### config.mk
export PLATFORM = sky130hd
export DESIGN_NAME = if_fetch_unit
export DESIGN_NICKNAME = d
export VERILOG_FILES = /design/src/rtl/if_fetch_unit.sv
export SDC_FILE = /design/constraint.sdc
export NUM_CORES = 1
export LEC_CHECK = 0
export ABC_AREA = 1
export CORE_ASPECT_RATIO = 0.75
export CORE_MARGIN = 1.5
export CORE_UTILIZATION = 40
export CTS_BUF_LIST = sky130_fd_sc_hd__clkbuf_8
export CTS_CLUSTER_SIZE = 40
export DETAILED_ROUTE_END_ITERATION = 6
export SYNTH_ARGS = -nofsm -noshare
export SYNTH_HDL_FRONTEND = slang
export SYNTH_SLANG_ARGS = --single-unit
### constraint.sdc
create_clock -name clk -period 3.6 [get_ports clk]
set_clock_uncertainty 0.15 [all_clocks]
set_input_delay 0.72 -clock clk [delete_from_list [all_inputs] [get_ports clk]]
set_output_delay 0.72 -clock clk [all_outputs]
set_load 0.02 [all_outputs]
### src/rtl/if_fetch_unit.sv
// ----------------------------------------------------------------------------
// if_fetch_unit
//   Instruction fetch stage with integrated IF/ID pipeline register.
//   Owns the program counter, fetches over a req/ack handshake that tolerates
//   any number of wait states, holds one word in a skid buffer while decode
//   freezes, and redirects on taken branches from execute.
//
// Ports
//   clk            clock, rising edge
//   rst            asynchronous active-low reset
//   freeze         decode hazard: IF/ID register must hold
//   branch_taken   single-cycle redirect request
//   branch_addr    redirect target (bits [1:0] forced to 0)
//   imem_req       fetch request (0 in HOLD and during reset)
//   imem_addr      fetch address (= pc)
//   imem_ack       memory returns data this cycle
//   imem_rdata     instruction word, valid with imem_ack
//   Instruction    IF/ID instruction
//   PC             IF/ID PC+4 of that instruction
//   valid          IF/ID contents are a real instruction
// ----------------------------------------------------------------------------
module if_fetch_unit #(
    parameter logic [31:0] RESET_PC = 32'h0000_0000
) (
    input  logic        clk,
    input  logic        rst,
    input  logic        freeze,
    input  logic        branch_taken,
    input  logic [31:0] branch_addr,
    output logic        imem_req,
    output logic [31:0] imem_addr,
    input  logic        imem_ack,
    input  logic [31:0] imem_rdata,
    output logic [31:0] Instruction,
    output logic [31:0] PC,
    output logic        valid
);

    typedef enum logic [1:0] {FETCH, HOLD, DRAIN} state_t;

    state_t      r_state, w_state_nxt;
    logic [31:0] r_pc, w_pc_nxt;
    logic [31:0] r_pc_tgt, w_pc_tgt_nxt;      // redirect target parked during DRAIN
    logic [31:0] r_buf_instr, w_buf_instr_nxt;
    logic [31:0] r_buf_pc, w_buf_pc_nxt;
    logic [31:0] r_instr, w_instr_nxt;
    logic [31:0] r_pc_out, w_pc_out_nxt;
    logic        r_valid, w_valid_nxt;

    logic        w_req;
    logic        w_ack;
    logic [31:0] w_pc_inc;
    logic [31:0] w_br_tgt;

    // Request drops combinationally while reset is held so an in-flight
    // handshake is abandoned immediately.
    assign w_req    = rst && (r_state != HOLD);
    assign w_ack    = imem_ack && w_req;
    assign w_pc_inc = r_pc + 32'd4;           // wraps modulo 2^32
    assign w_br_tgt = branch_addr & ~32'h3;

    assign imem_req    = w_req;
    assign imem_addr   = r_pc;
    assign Instruction = r_instr;
    assign PC          = r_pc_out;
    assign valid       = r_valid;

    always_ff @(posedge clk or negedge rst) begin
        if (!rst) begin
            r_state     <= FETCH;
            r_pc        <= RESET_PC;
            r_pc_tgt    <= RESET_PC;
            r_buf_instr <= '0;
            r_buf_pc    <= '0;
            r_instr     <= '0;
            r_pc_out    <= '0;
            r_valid     <= 1'b0;
        end else begin
            r_state     <= w_state_nxt;
            r_pc        <= w_pc_nxt;
            r_pc_tgt    <= w_pc_tgt_nxt;
            r_buf_instr <= w_buf_instr_nxt;
            r_buf_pc    <= w_buf_pc_nxt;
            r_instr     <= w_instr_nxt;
            r_pc_out    <= w_pc_out_nxt;
            r_valid     <= w_valid_nxt;
        end
    end

    // The skid buffer is only read on the HOLD -> FETCH release path, so a
    // branch "discards" it simply by leaving HOLD without consuming it.
    always_comb begin
        w_state_nxt     = r_state;
        w_pc_nxt        = r_pc;
        w_pc_tgt_nxt    = r_pc_tgt;
        w_buf_instr_nxt = r_buf_instr;
        w_buf_pc_nxt    = r_buf_pc;
        w_instr_nxt     = r_instr;
        w_pc_out_nxt    = r_pc_out;
        w_valid_nxt     = r_valid;

        case (r_state)
            FETCH: begin
                if (branch_taken) begin
                    w_valid_nxt = 1'b0;
                    if (w_ack) begin
                        w_pc_nxt = w_br_tgt;
                    end else begin
                        // Stale fetch still outstanding: finish it first.
                        w_pc_tgt_nxt = w_br_tgt;
                        w_state_nxt  = DRAIN;
                    end
                end else if (w_ack && !freeze) begin
                    w_instr_nxt  = imem_rdata;
                    w_pc_out_nxt = w_pc_inc;
                    w_valid_nxt  = 1'b1;
                    w_pc_nxt     = w_pc_inc;
                end else if (w_ack) begin
                    w_buf_instr_nxt = imem_rdata;
                    w_buf_pc_nxt    = w_pc_inc;
                    w_pc_nxt        = w_pc_inc;
                    w_state_nxt     = HOLD;
                end else if (!freeze) begin
                    w_valid_nxt = 1'b0;
                end
            end
            HOLD: begin
                if (branch_taken) begin
                    w_valid_nxt = 1'b0;
                    w_pc_nxt    = w_br_tgt;
                    w_state_nxt = FETCH;
                end else if (!freeze) begin
                    w_instr_nxt  = r_buf_instr;
                    w_pc_out_nxt = r_buf_pc;
                    w_valid_nxt  = 1'b1;
                    w_state_nxt  = FETCH;
                end
            end
            DRAIN: begin
                w_valid_nxt = 1'b0;
                if (branch_taken) w_pc_tgt_nxt = w_br_tgt;
                if (w_ack) begin
                    // Returned data is dropped; newest target wins.
                    w_pc_nxt    = branch_taken ? w_br_tgt : r_pc_tgt;
                    w_state_nxt = FETCH;
                end
            end
            default: w_state_nxt = FETCH;
        endcase
    end

endmodule

======== Yosys cells after proc, flatten, opt, wreduce, memory -nomap -nowiden ========
Index checks and enable logic that the tools add are counted.
storage, ports and cells
  register bits after elaboration ......... 195
  input port bits ......................... 69
  output and inout bits ................... 98
  word-level logic and storage cells ...... 80
cells by class
  equality and inequality tests ........... 19
  muxes and demuxes ....................... 36
  bitwise operators ....................... 2
  reductions and logical operators ........ 14
  add/sub/neg operators ................... 1
operators with widths
  cell                                                                   count
  32-bit 2-to-1 mux                                                      17
  32-bit one-hot mux with 2 select lines                                 3
  32-bit one-hot mux with 3 select lines                                 1
  32-bit by 3-bit adder with 32-bit output, second input constant        1
  3-bit != test, second input constant                                   6
  2-bit != test, second input constant                                   8
  5-bit AND reduction                                                    3
  2-bit 2-to-1 mux                                                       7
  4-bit != test, second input constant                                   2
  4-bit AND reduction                                                    2
  1-bit 2-to-1 mux                                                       6
  2-bit one-hot mux with 3 select lines                                  1
  2-bit nonzero test                                                     2
  1-bit logical AND                                                      3
  1-bit one-hot mux with 3 select lines                                  1
  3-bit AND reduction                                                    1
  3-bit nonzero test                                                     1
  2-bit by 1-bit equality test with 1-bit output, second input constant  1
  2-bit equality test, second input constant                             1
  2-bit zero test                                                        1
  2-bit by 1-bit != test with 1-bit output, second input constant        1
  1-bit inverter                                                         2
  1-bit zero test                                                        1

======== Longest topological paths before layout ========
  word-level depth ........................ 7
  mapped depth ............................ 12

======== Least setup slack after synthesis ========
OpenSTA, ideal clock, no wires.
  path type ............................... reg2reg
  start ................................... register r_state[1]
  end ..................................... register r_pc_tgt[10]
  stages on the path, launching flop included .. 10
  slack ................................... 1.561 ns
  required time ........................... 3.325 ns
  clock period less this slack ............ 2.039 ns
  arrival ................................. 1.764 ns
  path through ............................ dfrtp_1 inv_1 ha_1 inv_2 nand3_2 nand2_1 o21ai_2 nand2_4 buf_2 mux2_2
between the ends
  cells in the longest elaborated chain, start to end .. 5
  elaborated cells on any way between the ends .. 10
  classes of those cells .................. eq/ne (4); mux (1); reduce/logical (5)
RTL lines
  element                                   RTL line  source
  start, declared                           41        state_t r_state, w_state_nxt;
  start signal, assigned                    79        r_state <= w_state_nxt;
  2-bit by 1-bit != test with 1-bit output  57        assign w_req = rst && (r_state != HOLD);
  1-bit logical AND                         57
  1-bit logical AND                         58        assign w_ack = imem_ack && w_req;
  2-bit != test (no line)                   n/a
  3-bit AND reduction (no line)             n/a
  end signal, assigned                      81        r_pc_tgt <= w_pc_tgt_nxt;
  end, declared                             43        logic [31:0] r_pc_tgt, w_pc_tgt_nxt;
Parallel ways exist; a longest one is shown, timed or not.
A chain may end at the register's enable or synchronous reset.

======== Final worst setup path ========
  start ................................... input rst
  end ..................................... output imem_req
between the ends
  cells in the longest elaborated chain, start to end .. 1
RTL lines
  element            RTL line  source
  start, declared    26        input logic rst,
  1-bit logical AND  57
  end, declared      30        output logic imem_req,
Every way passes these cells.

==> impl_metrics.env <==
export IMPL_outcome="finished, final reports clean"
export IMPL_vias_per_cell=5.02
export IMPL_ctsResizeCount=0
export IMPL_drtIter0Drc=829
export IMPL_dpl_hpwl_mm=18.8
export IMPL_met1_usage_pct=34.0
export IMPL_fin_crit_ns=3.15
export IMPL_first_pass_iters=5
export IMPL_multiInputGateArea_um2=4150
export IMPL_fmax_mhz=318
export IMPL_hold_viol_final=0
export IMPL_switching_power_mw=4.53
export IMPL_slew_headroom_pct=43.6
export IMPL_core_area_um2=23800
export IMPL_antennaDiodeCount=0
export IMPL_cp_required_ns=2.73
export IMPL_pwr_share_comb_pct=47.9
export IMPL_cp_data_arrival_time_ns=2.28
export IMPL_cap_violations=0
export IMPL_hold_path_class="flop to flop"
export IMPL_io_buffers=164
export IMPL_worst_slack_ns=0.451
export IMPL_htreeDepth=4
export IMPL_end_kind="primary output"
export IMPL_area_growth_pct=23.8
export IMPL_grt_max_degree=132
export IMPL_slew_violations=0
export IMPL_synth_xor_area_share_pct=1.09
export IMPL_setup_violations=0
export IMPL_grt_use_met2_pct=31.9
export IMPL_wirelength_mm=27.0
export IMPL_die_h_um=138
export IMPL_yosysWarnings=0
export IMPL_pwr_share_clk_pct=13.8
export IMPL_drc_errors=0
export IMPL_syn_num_nets=1314
export IMPL_synth_seq_area_share_pct=50.6
export IMPL_synth_top_family_by_area="simple AND/OR/NAND/NOR gates"
export IMPL_path_class="primary input to primary output"
export IMPL_p_seq_share_pct=38.3
export IMPL_pin_count=167
export IMPL_ys_ff_latch=195
export IMPL_overflow=0
export IMPL_critPathMaxFanout=4
export IMPL_clkTransAtPathRegs_ns=0.09
export IMPL_synth_compound_area_share_pct=14.3
export IMPL_min_period_over_period_pct=87.5
export IMPL_pre_cts_slack_ns=0.590
export IMPL_antenna_found_initial=0
export IMPL_power_leakage_nw=5.43
export IMPL_ir_worst_vdd_mv=0.299
export IMPL_postRouteAntennaNets=0
export IMPL_syn_avg_cell_area_um2=7.78
export IMPL_grt_pass1_vias=7585
export IMPL_fin_nets=1454
export IMPL_clock_latency_ns=0.47
export IMPL_seq_area_um2=4880
export IMPL_synthCells=1240
export IMPL_drive_gt1_share_pct=6.68
export IMPL_gp_congestion=0.879
export IMPL_grtUsageTotal_pct=22.0
export IMPL_busiest_layer="met1"
export IMPL_fin_setup_tns_ns=0
export IMPL_tightestPinTransition_ns=0.847
export IMPL_power_density_nw_per_um2=865
export IMPL_syn_area_um2=9650
export IMPL_cts_made_buffers=17
export IMPL_cts_root_buffer="clkbuf_8"
export IMPL_yosys_area_share_simple_pct=24.2
export IMPL_use_met3_pct=4.31
export IMPL_rows=49
export IMPL_synthDistinctLibCells=36
export IMPL_cts_sinks=195
export IMPL_switching_share_pct=43.8
export IMPL_synthAdderAreaFrac_pct=0.648
export IMPL_wl_per_cell_um=15.9
export IMPL_rsz0062_at_grt="no"
export IMPL_fill_cells=2359
export IMPL_dr_total_vias=8525
export IMPL_cts_tree="built"
export IMPL_synthMuxAreaShare_pct=2.68
export IMPL_grt_first_pass_wirelength_mm=42.4
export IMPL_cp_start_kind="primary input"
export IMPL_die_area_um2=25100
export IMPL_start_util_pct=40.5
export IMPL_die_w_um=182
export IMPL_final_cell_mix="nand2_1, dfrtp_1, clkdlybuf4s50_1"
export IMPL_p_int_mw=5.81
export IMPL_clk_path_buf_depth=2
export IMPL_final_common_cell="nand2_1"
==> through the flow <==
step / power, mW / std cells / util (%) / area, um^2 / hold slack [ns]
2_1_floorplan: 6.86 / 1240 / - / 9650 / 0.274
3_3_place_gp: 8.86 / 1666 / 48.4 / 11500 / 0.302
3_5_place_dp: 8.95 / 1666 / 48.4 / 11500 / 0.305
4_1_cts: 10.4 / 1699 / 50.1 / 11900 / 0.333
5_1_grt: 11.1 / 1699 / 50.1 / 11900 / 0.346
6_report: 10.3 / 1699 / 50.1 / 11900 / 0.333
==> worst paths after layout <==
kind	from	endpoint	slack, ns	depth (start not counted)
hold / removal	PC[31]	PC[31]	0.33	2
setup reg to reg	r_state[1]	PC[14]	0.81	10
setup / recovery	rst	imem_req	0.45	5
max in group asynchronous	rst	r_buf_pc[19]	1.13	4
hold reg to reg	PC[31]	PC[31]	0.33	2
min in group asynchronous	rst	valid	0.50	2
==> cell type report <==
| class | instances | area share (%) |
|---|---|---|
| tap | 306 | 3.21 |
| inverter | 85 | 2.67 |
| sequential | 195 | 40.9 |
| timing repair buffer | 183 | 15.3 |
| multi-input combinational | 898 | 34.8 |
| clock inverter | 15 | 1.24 |
| clock buffer | 17 | 1.96 |
==> critical path, cell delays in order <==
cell and delay [ns]:
dlygate4sd3_1 0.55, clkbuf_8 0.18, inv_1 0.05, nor2_1 0.14, clkdlybuf4s50_1 0.63
==> power by group through the flow <==
stage	Sequential [mW]	Combinational (mW)	Clock [mW]
2_1_floorplan	4.42	2.43	0
3_5_place_dp	3.99	4.95	0
3_3_place_gp	3.97	4.89	0
5_1_grt	4.08	5.47	1.56
4_1_cts	3.95	4.98	1.48
6_report	3.96	4.95	1.43
==> Yosys cell counts, drive strengths merged <==
cell type | n | area [um^2]
o21ai | 151 | 763
buf | 34 | 203
a22oi | 4 | 30.0
o2111ai | 1 | 8.76
nand3b | 5 | 37.5
inv | 85 | 319
nor2 | 132 | 520
xor2 | 8 | 70.1
nand4 | 1 | 6.26
clkbuf | 28 | 106
mux2 | 23 | 259
a21oi | 96 | 480
ha | 5 | 62.6
nand3 | 31 | 160
or2 | 1 | 6.26
o21a | 1 | 7.51
nor3 | 3 | 26.3
dfrtp | 195 | 4880
xnor2 | 4 | 35.0
a31oi | 10 | 62.6
o211ai | 2 | 15.0
nand2 | 419 | 1580
a22o | 1 | 8.76
==> state kept, by name (all words and copies together), names as in the netlist <==
register and count:
r_buf_pc 32, r_buf_instr 32, Instruction 32, valid 1, r_state 2, r_pc_tgt 32
PC 32, imem_addr 32
==> repair_timing <==
item	CTS	global route
buffers inserted	0	0
hold buffers	1	0
hold endpoints to repair	1	0
==> cells by family after synthesis <==
group / after synthesis
AOI/OAI and AO/OA: 266
xor gates and xnor gates: 12
adders and majority gates: 5
buffers and inverters: 147
DFF: 195
muxes: 23
and+or+nand+nor: 592
==> layer usage <==
layer  wire length (um)  share of wire, %
met4                197              0.73
met3               1730               6.4
met5                  0                 0
met2              11600                43
met1              13500                50
(Power assumes the default switching activity.)
